**src/rtl/berzerk_input_pkg.sv**
```systemverilog
// Shared constants for the Berzerk input stage: PS/2 scan codes, pad bit
// positions, held-key slots and the coin pulser state encoding.
package berzerk_input_pkg;

  localparam logic [7:0] SC_UP1    = 8'h75;
  localparam logic [7:0] SC_DOWN1  = 8'h72;
  localparam logic [7:0] SC_LEFT1  = 8'h6B;
  localparam logic [7:0] SC_RIGHT1 = 8'h74;
  localparam logic [7:0] SC_FIRE1A = 8'h29;
  localparam logic [7:0] SC_FIRE1B = 8'h14;
  localparam logic [7:0] SC_F1     = 8'h05;
  localparam logic [7:0] SC_F2     = 8'h06;
  localparam logic [7:0] SC_KEY1   = 8'h16;
  localparam logic [7:0] SC_KEY2   = 8'h1E;
  localparam logic [7:0] SC_COIN5  = 8'h2E;
  localparam logic [7:0] SC_COIN6  = 8'h36;
  localparam logic [7:0] SC_UP2    = 8'h2D;
  localparam logic [7:0] SC_DOWN2  = 8'h2B;
  localparam logic [7:0] SC_LEFT2  = 8'h23;
  localparam logic [7:0] SC_RIGHT2 = 8'h34;
  localparam logic [7:0] SC_FIRE2  = 8'h1C;

  localparam int JB_RIGHT  = 0;
  localparam int JB_LEFT   = 1;
  localparam int JB_DOWN   = 2;
  localparam int JB_UP     = 3;
  localparam int JB_FIRE   = 4;
  localparam int JB_START1 = 5;
  localparam int JB_START2 = 6;

  localparam int NUM_PLAYERS = 2;

  // One held-state slot per physical key, so two keys sharing a function
  // each produce their own press/release edges.
  localparam int K_UP1 = 0, K_DOWN1 = 1, K_LEFT1 = 2, K_RIGHT1 = 3;
  localparam int K_FIRE1A = 4, K_FIRE1B = 5;
  localparam int K_F1 = 6, K_F2 = 7, K_KEY1 = 8, K_KEY2 = 9;
  localparam int K_COIN5 = 10, K_COIN6 = 11;
  localparam int K_UP2 = 12, K_DOWN2 = 13, K_LEFT2 = 14, K_RIGHT2 = 15, K_FIRE2 = 16;
  localparam int NUM_KEYS = 17;

  typedef logic [NUM_KEYS-1:0] key_vec_t;

  typedef enum logic [1:0] {IDLE = 2'd0, PULSE = 2'd1, GAP = 2'd2} coin_state_e;

  function automatic key_vec_t key_onehot(input logic [7:0] code);
    key_vec_t oh;
    oh = '0;
    case (code)
      SC_UP1:    oh[K_UP1]    = 1'b1;
      SC_DOWN1:  oh[K_DOWN1]  = 1'b1;
      SC_LEFT1:  oh[K_LEFT1]  = 1'b1;
      SC_RIGHT1: oh[K_RIGHT1] = 1'b1;
      SC_FIRE1A: oh[K_FIRE1A] = 1'b1;
      SC_FIRE1B: oh[K_FIRE1B] = 1'b1;
      SC_F1:     oh[K_F1]     = 1'b1;
      SC_F2:     oh[K_F2]     = 1'b1;
      SC_KEY1:   oh[K_KEY1]   = 1'b1;
      SC_KEY2:   oh[K_KEY2]   = 1'b1;
      SC_COIN5:  oh[K_COIN5]  = 1'b1;
      SC_COIN6:  oh[K_COIN6]  = 1'b1;
      SC_UP2:    oh[K_UP2]    = 1'b1;
      SC_DOWN2:  oh[K_DOWN2]  = 1'b1;
      SC_LEFT2:  oh[K_LEFT2]  = 1'b1;
      SC_RIGHT2: oh[K_RIGHT2] = 1'b1;
      SC_FIRE2:  oh[K_FIRE2]  = 1'b1;
      default:   ;
    endcase
    return oh;
  endfunction

  // Direction vectors use the pad layout: [3] up, [2] down, [1] left, [0] right.
  function automatic logic [3:0] rot_dir(input logic [3:0] raw, input logic rot);
    return rot ? {raw[JB_LEFT], raw[JB_RIGHT], raw[JB_DOWN], raw[JB_UP]} : raw;
  endfunction

endpackage

```
**src/rtl/berzerk_input_ctrl_if.sv**
```systemverilog
// Host-side inputs (PS/2, pads, rotate) and conditioned core-side controls.
interface berzerk_input_ctrl_if;
  logic [10:0] ps2_key;
  logic [15:0] joystick_0;
  logic [15:0] joystick_1;
  logic        rotate;
  logic        up1, down1, left1, right1, fire1;
  logic        up2, down2, left2, right2, fire2;
  logic        start1, start2;
  logic        coin1;
  logic [1:0]  coin_pending;

  modport master (
    output ps2_key, joystick_0, joystick_1, rotate,
    input  up1, down1, left1, right1, fire1,
    input  up2, down2, left2, right2, fire2,
    input  start1, start2, coin1, coin_pending
  );

  modport slave (
    input  ps2_key, joystick_0, joystick_1, rotate,
    output up1, down1, left1, right1, fire1,
    output up2, down2, left2, right2, fire2,
    output start1, start2, coin1, coin_pending
  );
endinterface

```
**src/rtl/berzerk_coin_pulser.sv**
```systemverilog
// Coin request queue plus pulse/gap timer: each queued request becomes one
// fixed-width coin pulse followed by an enforced low gap.
module berzerk_coin_pulser
  import berzerk_input_pkg::*;
#(
  parameter int COIN_TICKS = 4000000,
  parameter int GAP_TICKS  = 4000000,
  parameter int QUEUE_MAX  = 3
)(
  input  logic       clk_sys,
  input  logic       reset_n,
  input  logic       req,
  output logic       coin,
  output logic [1:0] pending
);

  localparam int MAX_T = (COIN_TICKS > GAP_TICKS) ? COIN_TICKS : GAP_TICKS;
  localparam int CW    = $clog2(MAX_T + 1);
  localparam int QW    = $clog2(QUEUE_MAX + 1);

  localparam logic [CW-1:0] COIN_LD = CW'(COIN_TICKS);
  localparam logic [CW-1:0] GAP_LD  = CW'(GAP_TICKS);
  localparam logic [CW-1:0] ONE     = CW'(1);
  localparam logic [QW-1:0] QMAX    = QW'(QUEUE_MAX);

  coin_state_e   state_q, state_n;
  logic [CW-1:0] cnt_q, cnt_n;
  logic [QW-1:0] q_q, q_n;
  logic          deq;

  // Leaving on cnt<=1 keeps coin high for exactly COIN_TICKS cycles counting
  // the entry cycle; the gap then adds one IDLE cycle before the next dequeue.
  always_comb begin
    state_n = state_q;
    cnt_n   = cnt_q;
    deq     = 1'b0;
    case (state_q)
      IDLE: if (q_q != '0) begin
        deq     = 1'b1;
        cnt_n   = COIN_LD;
        state_n = PULSE;
      end
      PULSE: begin
        cnt_n = cnt_q - ONE;
        if (cnt_q <= ONE) begin
          cnt_n   = GAP_LD;
          state_n = GAP;
        end
      end
      GAP: begin
        cnt_n = cnt_q - ONE;
        if (cnt_q <= ONE) state_n = IDLE;
      end
      default: state_n = IDLE;
    endcase
  end

  always_comb begin
    q_n = q_q;
    case ({req, deq})
      2'b10:   q_n = (q_q == QMAX) ? q_q : q_q + QW'(1);
      2'b01:   q_n = q_q - QW'(1);
      default: q_n = q_q;
    endcase
  end

  always_ff @(posedge clk_sys or negedge reset_n) begin
    if (!reset_n) begin
      state_q <= IDLE;
      cnt_q   <= '0;
      q_q     <= '0;
      coin    <= 1'b0;
    end else begin
      state_q <= state_n;
      cnt_q   <= cnt_n;
      q_q     <= q_n;
      coin    <= (state_n == PULSE);
    end
  end

  assign pending = 2'(q_q);

endmodule

```
**src/rtl/berzerk_input_ctrl.sv**
```systemverilog
// Berzerk input conditioning: PS/2 key decode, pad merge, rotate mapping,
// start/coin edge detection and the coin pulse generator.
module berzerk_input_ctrl
  import berzerk_input_pkg::*;
#(
  parameter int CLK_HZ    = 40000000,
  parameter int COIN_MS   = 100,
  parameter int GAP_MS    = 100,
  parameter int QUEUE_MAX = 3
)(
  input logic                clk_sys,
  input logic                reset_n,
  berzerk_input_ctrl_if.slave io
);

  localparam int COIN_TICKS = CLK_HZ / 1000 * COIN_MS;
  localparam int GAP_TICKS  = CLK_HZ / 1000 * GAP_MS;

  logic                         tog_q, armed_q;
  key_vec_t                     key_q, key_hit;
  logic                         key_evt;
  logic [NUM_PLAYERS-1:0][15:0] pad;
  logic [NUM_PLAYERS-1:0][3:0]  key_dir, dir_q;
  logic [NUM_PLAYERS-1:0]       key_fire, fire_q;
  logic [1:0]                   start_w, start_q, start_d;
  logic [1:0]                   coin_keys, coin_d;
  logic                         coin_req;

  // armed_q holds off the first post-reset edge so a stale toggle level
  // only seeds the copy instead of replaying an old key event.
  assign key_hit = key_onehot(io.ps2_key[7:0]);
  assign key_evt = armed_q && (io.ps2_key[10] != tog_q);

  assign pad      = {io.joystick_1, io.joystick_0};
  assign key_dir  = {{key_q[K_UP2], key_q[K_DOWN2], key_q[K_LEFT2], key_q[K_RIGHT2]},
                     {key_q[K_UP1], key_q[K_DOWN1], key_q[K_LEFT1], key_q[K_RIGHT1]}};
  assign key_fire = {key_q[K_FIRE2], key_q[K_FIRE1A] | key_q[K_FIRE1B]};

  assign start_w[0] = key_q[K_F1] | key_q[K_KEY1] | pad[0][JB_START1] | pad[1][JB_START1];
  assign start_w[1] = key_q[K_F2] | key_q[K_KEY2] | pad[0][JB_START2] | pad[1][JB_START2];
  assign coin_keys  = {key_q[K_COIN6], key_q[K_COIN5]};

  assign coin_req = |(start_q & ~start_d) | |(coin_keys & ~coin_d);

  always_ff @(posedge clk_sys or negedge reset_n) begin
    if (!reset_n) begin
      tog_q   <= 1'b0;
      armed_q <= 1'b0;
      key_q   <= '0;
      dir_q   <= '0;
      fire_q  <= '0;
      start_q <= '0;
      start_d <= '0;
      coin_d  <= '0;
    end else begin
      tog_q   <= io.ps2_key[10];
      armed_q <= 1'b1;
      if (key_evt) key_q <= (key_q & ~key_hit) | (key_hit & {NUM_KEYS{io.ps2_key[9]}});
      for (int p = 0; p < NUM_PLAYERS; p++) begin
        dir_q[p]  <= rot_dir(key_dir[p] | pad[p][3:0], io.rotate);
        fire_q[p] <= key_fire[p] | pad[p][JB_FIRE];
      end
      start_q <= start_w;
      start_d <= start_q;
      coin_d  <= coin_keys;
    end
  end

  assign io.up1    = dir_q[0][JB_UP];
  assign io.down1  = dir_q[0][JB_DOWN];
  assign io.left1  = dir_q[0][JB_LEFT];
  assign io.right1 = dir_q[0][JB_RIGHT];
  assign io.fire1  = fire_q[0];
  assign io.up2    = dir_q[1][JB_UP];
  assign io.down2  = dir_q[1][JB_DOWN];
  assign io.left2  = dir_q[1][JB_LEFT];
  assign io.right2 = dir_q[1][JB_RIGHT];
  assign io.fire2  = fire_q[1];
  assign io.start1 = start_q[0];
  assign io.start2 = start_q[1];

  berzerk_coin_pulser #(
    .COIN_TICKS (COIN_TICKS),
    .GAP_TICKS  (GAP_TICKS),
    .QUEUE_MAX  (QUEUE_MAX)
  ) u_coin (
    .clk_sys (clk_sys),
    .reset_n (reset_n),
    .req     (coin_req),
    .coin    (io.coin1),
    .pending (io.coin_pending)
  );

  logic unused_bits;
  assign unused_bits = ^{io.joystick_0[15:7], io.joystick_1[15:7], io.ps2_key[8]};

endmodule
```
**src/flat_wrapper.sv**
```systemverilog
// flat-port wrapper written by rule: the top's interface ports become plain ports
module berzerk_input_ctrl_flat import berzerk_input_pkg::*;
#(
  parameter int CLK_HZ    = 40000000,
  parameter int COIN_MS   = 100,
  parameter int GAP_MS    = 100,
  parameter int QUEUE_MAX = 3
)
  (clk_sys, reset_n, io_ps2_key, io_joystick_0, io_joystick_1, io_rotate, io_up1, io_down1, io_left1, io_right1, io_fire1, io_up2, io_down2, io_left2, io_right2, io_fire2, io_start1, io_start2, io_coin1, io_coin_pending);
  berzerk_input_ctrl_if io_i ();
  input logic clk_sys;
  input logic reset_n;
  input wire logic [$bits(io_i.ps2_key)-1:0] io_ps2_key;
  input wire logic [$bits(io_i.joystick_0)-1:0] io_joystick_0;
  input wire logic [$bits(io_i.joystick_1)-1:0] io_joystick_1;
  input wire logic [$bits(io_i.rotate)-1:0] io_rotate;
  output wire logic [$bits(io_i.up1)-1:0] io_up1;
  output wire logic [$bits(io_i.down1)-1:0] io_down1;
  output wire logic [$bits(io_i.left1)-1:0] io_left1;
  output wire logic [$bits(io_i.right1)-1:0] io_right1;
  output wire logic [$bits(io_i.fire1)-1:0] io_fire1;
  output wire logic [$bits(io_i.up2)-1:0] io_up2;
  output wire logic [$bits(io_i.down2)-1:0] io_down2;
  output wire logic [$bits(io_i.left2)-1:0] io_left2;
  output wire logic [$bits(io_i.right2)-1:0] io_right2;
  output wire logic [$bits(io_i.fire2)-1:0] io_fire2;
  output wire logic [$bits(io_i.start1)-1:0] io_start1;
  output wire logic [$bits(io_i.start2)-1:0] io_start2;
  output wire logic [$bits(io_i.coin1)-1:0] io_coin1;
  output wire logic [$bits(io_i.coin_pending)-1:0] io_coin_pending;
  assign io_i.ps2_key = io_ps2_key;
  assign io_i.joystick_0 = io_joystick_0;
  assign io_i.joystick_1 = io_joystick_1;
  assign io_i.rotate = io_rotate;
  assign io_up1 = io_i.up1;
  assign io_down1 = io_i.down1;
  assign io_left1 = io_i.left1;
  assign io_right1 = io_i.right1;
  assign io_fire1 = io_i.fire1;
  assign io_up2 = io_i.up2;
  assign io_down2 = io_i.down2;
  assign io_left2 = io_i.left2;
  assign io_right2 = io_i.right2;
  assign io_fire2 = io_i.fire2;
  assign io_start1 = io_i.start1;
  assign io_start2 = io_i.start2;
  assign io_coin1 = io_i.coin1;
  assign io_coin_pending = io_i.coin_pending;
  berzerk_input_ctrl #(.CLK_HZ(CLK_HZ), .COIN_MS(COIN_MS), .GAP_MS(GAP_MS), .QUEUE_MAX(QUEUE_MAX)) u_core (.clk_sys(clk_sys), .reset_n(reset_n), .io(io_i));
endmodule
```
**config.mk**
```make
export PLATFORM = sky130hd
export DESIGN_NAME = berzerk_input_ctrl_flat
export DESIGN_NICKNAME = d
export VERILOG_FILES = /design/src/rtl/berzerk_input_pkg.sv /design/src/rtl/berzerk_input_ctrl_if.sv /design/src/rtl/berzerk_coin_pulser.sv /design/src/rtl/berzerk_input_ctrl.sv /design/src/flat_wrapper.sv
export SDC_FILE = /design/constraint.sdc
export NUM_CORES = 1
export LEC_CHECK = 0
export BUFFER_PORTS_ARGS = -buffer_cell sky130_fd_sc_hd__buf_2
export CAP_MARGIN = 20
export CORE_MARGIN = 1.5
export CORE_UTILIZATION = 52
export CTS_BUF_LIST = sky130_fd_sc_hd__clkbuf_4 sky130_fd_sc_hd__clkbuf_8
export DETAILED_ROUTE_END_ITERATION = 6
export GPL_ROUTABILITY_DRIVEN = 0
export PLACE_DENSITY_LB_ADDON = 0.3
export SYNTH_ARGS = -nofsm -noshare
export SYNTH_HDL_FRONTEND = slang
export SYNTH_SLANG_ARGS = --single-unit
export TNS_END_PERCENT = 20
```
**constraint.sdc**
```tcl
create_clock -name clk_sys -period 2.1 [get_ports clk_sys]
set_input_delay 0.42 -clock clk_sys [delete_from_list [all_inputs] [get_ports clk_sys]]
set_output_delay 0.42 -clock clk_sys [all_outputs]
set_load 0.02 [all_outputs]
```
==> metrics.txt <==
DR WL/cell about 14 um; sequential area share after synthesis 49.32%; # IOs 61; Lkg Pwr between 1.5 and 2 nW; synthesized cell area 3146 sq um; crit path kind reg2reg; Async SR Flop Fraction between 90% and 100%; minimum clock period 2.024 ns; via density per instance about 5.7; Seq pwr share between 30% and 40%; yosys warns 0; layout cell share with drive strength beyond 1 between 20% and 30%; Critical Path AT 2.24 ns; # diodes 0; Hold WC Path Type in2async; Layout Cells excl Fill ~480; CTS max path bufs 2; Yosys reg bits 62; detailed placement HPWL between 5 and 6 mm; switching part of the total between 30% and 40%; Die X approximately 80 um; clock share of power between 20 and 25%; final instance area slightly below 4000 sq um; Clock transition at path regs about 0.070 ns; fmax approximately 490 MHz; global route overflow 0; final worst path period share between 90% and 100%; initial antenna violation count 0; H-tree levels 3; CTS root buffer clkbuf_8; status completed; Peak VDD IR between 0.0006 and 0.0007 V; Core ar. roughly 5900 sq um; P&R area growth vs syn 22.43%; final hold violation count 0; distinct cell type count after synthesis 48; first-pass GRT wire length around 12 mm; die height 80.78 um; CTS sink cnt between 60 and 70; DRT Pass-1 Iters 5; total CTS buffers 9; largest net degree at the start of global routing 37; Critical Path RT roughly 2.3 ns; Final TNS setup 0 ns; CTS tree yes; Post-route DRC 0; number of I/O port buffers 41; Post-Syn Instances 328; Total GRT Usage a little under a quarter; sw power approximately 2.0 mW; Pins Over Slew Limit 0; die area around 6500 sq um; critical path endpoint category flip-flop; R2R cell count 7; Initial Util between 50 and 60%; routed vias ~2700; Startpoint Class flip-flop; # hold bufs at CTS 0; total wire length about 7 mm; max cap viols 0; EDFF count, synth 0; # nets final 451; Main synth FF type dfrtp_1; area post-placement 3615 sq um; Comb pwr share ~44%; Clock Skew between 0.007 and 0.008 ns; placed cells between 400 and 500; vias in the first global route ~2600; Mapped Avg Cell Area about 9.6 sq um; Detail Route Antenna Nets 0; initial drt markers 200; Pwr Density roughly 1300 nW/um^2; syn_nets 380; Worst Path Max Fanout 11; row cnt 28; setup violators final 0; Clk Latency, worst-skew pair ~0.34 ns; Internal Power 3.067 mW
-- synth_stat cells (3+ instances only) --
master	count	area, sq um
or4_1	3	22.52
o31ai_1	13	97.59
o211ai_1	6	45.04
nor3_1	17	85.08
nor3b_1	3	22.52
nor4_1	7	43.79
nor2b_1	6	37.54
nand2_1	28	105.1
or3_1	7	43.79
dfrtp_1	62	1551
a31oi_1	6	37.54
nand4_1	7	43.79
nand3_1	16	80.08
or2_2	7	43.79
o22ai_1	4	25.02
inv_1	16	60.06
ha_1	6	75.07
clkbuf_1	8	30.03
o21ai_0	20	100.1
o311ai_0	4	35.03
mux2_2	8	90.09
nor2_1	31	116.4
a21oi_1	11	55.05
-- stage by stage --
step / total power, mW / utilization [%] / setup slack (ns) / hold WS, ns
after floorplan: 3.028 / - / 0.03683 / 0.1244
after global placement: 3.750 / 61.42 / 0.05739 / 0.3768
after detailed placement: 3.817 / 61.42 / 0.02552 / 0.3802
after CTS: 4.962 / 65.01 / 0.01952 / 0.04364
after global routing: 5.386 / 65.43 / -0.01847 / 0.06424
final: 5.041 / 65.43 / 0.07621 / 0.02674
-- cells by family (layout without fill, tap and decap cells) --
kind of cell / count (synthesis) / in the layout / share of synthesized area, %
DFF: 62 / 62 / 49.32
xor gates and xnor gates: 2 / 2 / 0.5570
adders and majority gates: 6 / 6 / 2.387
other: 1 / 1 / 0.1192
and+or+nand+nor: 146 / 146 / 25.18
muxes: 8 / 8 / 2.864
AOI/OAI and AO/OA: 76 / 76 / 15.87
buffers and inverters: 27 / 102 / 3.699
-- power by group through the flow --
| stage | Sequential [mW] | Combinational (mW) | Clock (mW) |
|---|---|---|---|
| after floorplan | 1.69 | 1.34 | 0 |
| after global placement | 1.66 | 2.09 | 0 |
| after detailed placement | 1.68 | 2.14 | 0 |
| after CTS | 1.65 | 2.15 | 1.15 |
| after global routing | 1.71 | 2.47 | 1.21 |
| final | 1.67 | 2.24 | 1.14 |
-- worst max-delay path, cell delays in order, from the launching register on --
cell and delay, ns:
dfrtp_1 0.42, nor4_4 0.28, buf_4 0.19, nand4_2 0.12, or3_1 0.39, buf_4 0.20
a31oi_1 0.19, o22ai_1 0.11
-- metal layers --
metal	vias up	GRT usage [%]	wire length, um
li1	1343	-	-
met1	1314	29.51	3124
met2	67	38.49	3412
met3	10	3.933	245
met4	0	10.34	119
met5	-	0	0
-- cell type report --
type / instances / area, sq um
clock buffers: 9 / 123.9
clock inverters: 6 / 87.58
fillers: 485 / 2034
inverters: 17 / 63.81
multi-input cells: 239 / 1494
flip-flops and latches: 62 / 1553
well taps: 75 / 93.84
repair buffers: 70 / 435.4
-- what timing repair did --
action / in CTS / in global routing
setup endpoints to repair: 0 / 17
gates resized for setup: 0 / 5
setup buffers: 0 / 1
-- worst paths after layout --
check	from	end	slack, ns
min in group clk_sys	io_ps2_key[10]	u_core.tog_q	0.20
hold reg to reg	u_core.start_q[1]	u_core.start_d[1]	0.39
hold / removal	reset_n	u_core.u_coin.cnt_q[18]	0.03
setup reg to reg	u_core.u_coin.cnt_q[4]	u_core.u_coin.cnt_q[6]	0.08
max in group asynchronous	reset_n	u_core.u_coin.cnt_q[10]	1.53
setup / recovery	u_core.u_coin.cnt_q[4]	u_core.u_coin.cnt_q[6]	0.08
-- cells in the final DEF (no fill, tap or decap), types with 2 or more instances in the layout --
master     count
nand2_1       28
nor4_4         2
buf_2         41
and2_1         2
inv_1         16
o22ai_1        4
a21oi_1       11
nor4_1         7
or4_1          3
o31ai_1       12
o311ai_1       3
o21ai_0       20
clkbuf_8       9
nor2b_1        6
clkinv_2       2
nand4b_1       2
buf_4         28
nor3_1        17
nor2_1        31
mux2_2         8
ha_1           6
or2_2          6
o21a_1         2
nand4_2        2
clkinv_4       2
o311ai_0       3
o211ai_1       6
dfrtp_1       61
nand3_1       16
or3_1          7
a31oi_1        6
bufinv_16      2
nand4_1        7
nor3b_1        3
o2111ai_1      2
No activity file was read; power rests on OpenSTA's default activity.
